`src/rtl/hilo_mult_unit.sv`:
```
// ============================================================================
// Module   : hilo_mult_unit
// Brief    : 32x32 unsigned shift-add multiplier feeding HI/LO registers (MULTU).
// Revision : 1.0 - initial release
// ============================================================================
`default_nettype none

module hilo_mult_unit (
    input  logic        clk,
    input  logic        rst,
    input  logic        start,
    input  logic        abort,
    input  logic [31:0] a,
    input  logic [31:0] b,
    input  logic        hilo_sel,
    output logic [31:0] hilo_out,
    output logic [31:0] hi,
    output logic [31:0] lo,
    output logic        busy,
    output logic        done
);

    typedef enum logic [1:0] {
        S_IDLE = 2'd0,
        S_RUN  = 2'd1,
        S_DONE = 2'd2
    } state_t;

    localparam logic [4:0] c_LAST_STEP = 5'd31;

    state_t      r_state;
    state_t      w_state_next;
    logic        w_load;
    logic        w_step;
    logic        w_commit;

    logic [31:0] r_mcand;
    logic [63:0] r_prod;
    logic [4:0]  r_cnt;
    logic [31:0] r_hi;
    logic [31:0] r_lo;

    logic [32:0] w_sum;
    logic [63:0] w_prod_next;

    // 33-bit sum keeps the carry so it shifts into the product instead of being lost.
    assign w_sum       = {1'b0, r_prod[63:32]} + (r_prod[0] ? {1'b0, r_mcand} : 33'd0);
    assign w_prod_next = {w_sum, r_prod[31:1]};

    always_ff @(posedge clk or posedge rst) begin
        if (rst) begin
            r_state <= S_IDLE;
        end else begin
            r_state <= w_state_next;
        end
    end

    always_comb begin
        w_state_next = r_state;
        w_load       = 1'b0;
        w_step       = 1'b0;
        w_commit     = 1'b0;
        case (r_state)
            S_IDLE: begin
                if (start && !abort) begin
                    w_load       = 1'b1;
                    w_state_next = S_RUN;
                end
            end
            S_RUN: begin
                if (abort) begin
                    w_state_next = S_IDLE;
                end else begin
                    w_step = 1'b1;
                    if (r_cnt == c_LAST_STEP) begin
                        w_commit     = 1'b1;
                        w_state_next = S_DONE;
                    end
                end
            end
            S_DONE: begin
                w_state_next = S_IDLE;
            end
            default: begin
                w_state_next = S_IDLE;
            end
        endcase
    end

    always_ff @(posedge clk or posedge rst) begin
        if (rst) begin
            r_mcand <= 32'd0;
            r_prod  <= 64'd0;
            r_cnt   <= 5'd0;
            r_hi    <= 32'd0;
            r_lo    <= 32'd0;
        end else begin
            if (w_load) begin
                r_mcand <= a;
                r_prod  <= {32'd0, b};
                r_cnt   <= 5'd0;
            end else if (w_step) begin
                r_prod <= w_prod_next;
                r_cnt  <= r_cnt + 5'd1;
            end
            // HI/LO take the final step's value directly, so an aborted run never touches them.
            if (w_commit) begin
                r_hi <= w_prod_next[63:32];
                r_lo <= w_prod_next[31:0];
            end
        end
    end

    assign hi       = r_hi;
    assign lo       = r_lo;
    assign hilo_out = hilo_sel ? r_lo : r_hi;
    assign busy     = (r_state == S_RUN);
    assign done     = (r_state == S_DONE);

endmodule

`default_nettype wire

```
`config.mk`:
```
export PLATFORM = sky130hd
export DESIGN_NAME = hilo_mult_unit
export DESIGN_NICKNAME = d
export VERILOG_FILES = /design/src/rtl/hilo_mult_unit.sv
export SDC_FILE = /design/constraint.sdc
export NUM_CORES = 1
export LEC_CHECK = 0
export BUFFER_PORTS_ARGS = -buffer_cell sky130_fd_sc_hd__buf_2
export CORE_MARGIN = 3
export CORE_UTILIZATION = 60
export CTS_CLUSTER_DIAMETER = 60
export CTS_CLUSTER_SIZE = 28
export DETAILED_ROUTE_END_ITERATION = 6
export GPL_ROUTABILITY_DRIVEN = 0
export PLACE_DENSITY = 0.84
export SYNTH_ARGS = -nofsm -noshare
export SYNTH_HDL_FRONTEND = slang
export SYNTH_SLANG_ARGS = --single-unit
export TNS_END_PERCENT = 20
```
`constraint.sdc`:
```
create_clock -name clk -period 9.2 [get_ports clk]
set_input_delay 1.84 -clock clk [delete_from_list [all_inputs] [get_ports clk]]
set_output_delay 1.84 -clock clk [all_outputs]
set_load 0.02 [all_outputs]
```
==> reports/qor.csv <==
metric,value,unit
Setup TNS Final,0,ns
final worst path period need,4.84,ns
Worst R2R End,hi[25]$_DFFE_PP0P_,
DR iter-0 viols,669,
Max Cap Viol,0,
Setup Buffers After CTS,0,
vias in the first global route,6466,
hold_ws,0.490,ns
Initial Util,62.0,%
Syn. warnings,0,
# resized after CTS,0,
combinational share of power,28.5,%
ANT cells,0,
"Cell Chain, Critical Path",buf_2 -> mux2_2 -> buf_2,
Die X,126,um
Hold Crit Endpoint,r_prod[40]$_DFFE_PP0P_,
Die Area,0.0159,mm2
Net Sw Frac,34.7,%
"Cell Area, Synth",0.00868,mm2
R2R Path Start,r_prod[0]$_DFFE_PP0P_,
Slew Limit Fails,0,
leakage,0.00513,uW
kind of critical path,input port to primary output,
Post-Syn Nets,913,
GRT overflow,0,
Area Overhead vs Synth,17.6,%
Final HPWL DP,14.3,mm
fraction of registers with async set/reset,100,%
internal power,1500,uW
critical path's largest stage delay,0.56,ns
fin cells,1151,
fmax,206,MHz
cts hold-fix bufs,0,
routed via count,6760,
Slew HR,40.3,%
count of different cell masters after synthesis,52,
met1 Use GR,38.8,%
area of the multi-input gates,0.00432,mm2
Port Buf Inserts,166,
Final period util,52.6,%
RSZ-0062 raised after global routing,false,
final wirelength,20.4,mm
Gate Count Post-Synth,809,
antenna-violating nets left,0,
clk sinks,167,
GRT Max-Usage Layer,met2,
Remaining DRCs,0,
"Clk Latency, worst-skew pair",0.43,ns
sequential cell fraction of total power,41.6,%
clk buf depth,2,
Vias/cell,5.87,
number of placed cells counting well taps,1120,
M2 GR Usage,41.4,%
Worst Path Max Fanout,32,
Most Frequent Cell on Critical Path,buf_2,
sequential cell area,0.00418,mm2
CTS tree,built,
P per Cell Area,225,mW/mm2
clk slew on worst S/H paths,0.06,ns
sequential fraction of the synthesis area,48.2,%
Post-synth EDFFs,0,
Total GRT Usage,26.5,%
Pwr Total,2300,uW
initial antenna violation count,0,
IO Pins,167,
Arrival @ worst endpoint,3.00,ns
slowest CP cell,buf_2,
final hold vios,0,
share of layout cells above drive strength 1,32.7,%
hold crit path type,register to register,
largest net degree at the start of global routing,105,
Layout Skew,0.00891,ns
Slew @ Worst Pin,0.895,ns
DRT Pass-1 Iters,5,
Synth Flop Type,dfrtp_1,
fin util,73.0,%
CTS buffer count,17,
syn avg cell area,10.7,um2
Worst Reg2Reg Path Length in Cells,11,
global-route wire length before repair,33.9,mm
grt met3 use,4.45,%
status,"complete, no violations",
Worst R2R Setup Slack,5.48,ns
clock network power share,29.9,%
CP endpoint kind,primary output,
WL per Instance,17.7,um
final setup vio count,0,
filler cell count,956,
clock root cell,clkbuf_16,
worst endpoint required time,7.36,ns
Total Nets Final,1063,
Cells on Worst Hold Path,2,
peak supply drop,0.209,mV
Yosys reg bits,167,
core area,0.0140,mm2
switching pwr,797,uW
CP Launch Type,input port,
Die Ht,126,um
critical hold path startpoint,r_prod[40]$_DFFE_PP0P_,
row cnt,43,
H-tree Lvls,4,
## sequential cells by signal, indices dropped and copies added, names as in the netlist
register	count
hi	32
r_mcand	32
r_prod	64
r_cnt	5
lo	32
r_state	2
## power groups by stage
stage                     clock [uW]  combinational (uW)  sequential [uW]
after CTS                        697                 648              955
after global placement             0                 625              958
after detailed placement           0                 643              964
after global routing             731                 727              972
after floorplan                    0                 498              928
final                            686                 655              956
## kinds of logic (layout without fill, tap and decap cells)
group	Yosys count	after routing	share of synthesized area, %
simple gates	198	198	10.8
compound gates	191	191	13.4
flops	167	167	48.2
mux	135	135	17.1
buf+inv	51	213	2.24
fa+ha+maj	35	35	5.13
xor+xnor	32	32	3.23
## worst max-delay path: cells and delay by family
| kind | cells | cell delay (ns) |
|---|---|---|
| buffers and inverters | 2 | 0.72 |
| muxes | 1 | 0.42 |
## layout by cell type (no fill, tap or decap), types with 6 or more instances in the layout
cell and n:
a31oi_1 6, nand3_1 7, a21oi_1 36, o21ai_0 90, mux2_2 103, buf_4 6
ha_1 34, a21o_1 9, xnor2_1 20, buf_2 166, mux2i_1 32, clkbuf_16 17
nand2_1 115, and2_1 33, nand4_1 6, xor2_1 12, inv_1 9, a22o_1 11
o211ai_1 6, dfrtp_1 167, nor2_1 12
## metrics by stage
step / instance area, um2 / worst slack, ns
3_5_place_dp: 9640 / 4.37
3_3_place_gp: 9640 / 4.42
2_1_floorplan: 8680 / 2.84
4_1_cts: 10200 / 4.35
5_1_grt: 10200 / 4.30
6_report: 10200 / 4.36
## layout make-up
type | count | area share [%]
multi-input combinational | 591 | 42.3
sequential | 167 | 41.0
tap | 180 | 2.21
inverter | 10 | 0.417
timing repair buffer | 172 | 8.58
clock inverter | 14 | 1.37
clock buffer | 17 | 4.17
## worst max-delay path by stage
stage	cells past startpoint	slack, ns	startpoint	end
6_report	3	4.36	hilo_sel	hilo_out[21]
4_1_cts	3	4.35	hilo_sel	hilo_out[21]
5_1_grt	3	4.30	hilo_sel	hilo_out[21]
3_3_place_gp	3	4.42	hilo_sel	hilo_out[25]
3_5_place_dp	3	4.37	hilo_sel	hilo_out[9]
2_1_floorplan	1	2.84	rst	hi[0]$_DFFE_PP0P_
## layer usage
| layer | routed length, um | up-vias | share of wire (%) |
|---|---|---|---|
| met5 | 0 | - | 0 |
| met4 | 315 | 0 | 1.5 |
| met3 | 1270 | 28 | 6.2 |
| met2 | 9500 | 266 | 47 |
| met1 | 9320 | 3285 | 46 |
| li1 | - | 3181 | - |
## synthesized netlist by cell type (all sizes together) (2+ instances only)
library cell / number / area (um2)
clkbuf: 29 / 109
mux2i: 32 / 320
o21ai: 95 / 475
nor3: 4 / 20.0
o31ai: 2 / 15.0
o32ai: 2 / 25.0
a21o: 9 / 67.6
and4: 2 / 17.5
a211oi: 5 / 37.5
and2: 35 / 221
and3: 2 / 12.5
xnor2: 20 / 175
o211ai: 6 / 45.0
nand2: 116 / 435
nor2b: 4 / 25.0
mux2: 103 / 1160
a21oi: 37 / 189
xor2: 12 / 105
a22o: 11 / 96.3
nor2: 13 / 48.8
or3: 4 / 30.0
a31oi: 6 / 37.5
o21bai: 4 / 30.0
buf: 12 / 47.6
o21a: 5 / 37.5
dfrtp: 167 / 4180
nand3: 7 / 35.0
ha: 34 / 425
nand4: 7 / 58.8
inv: 10 / 37.5
No activity file was read; power rests on OpenSTA's default activity.
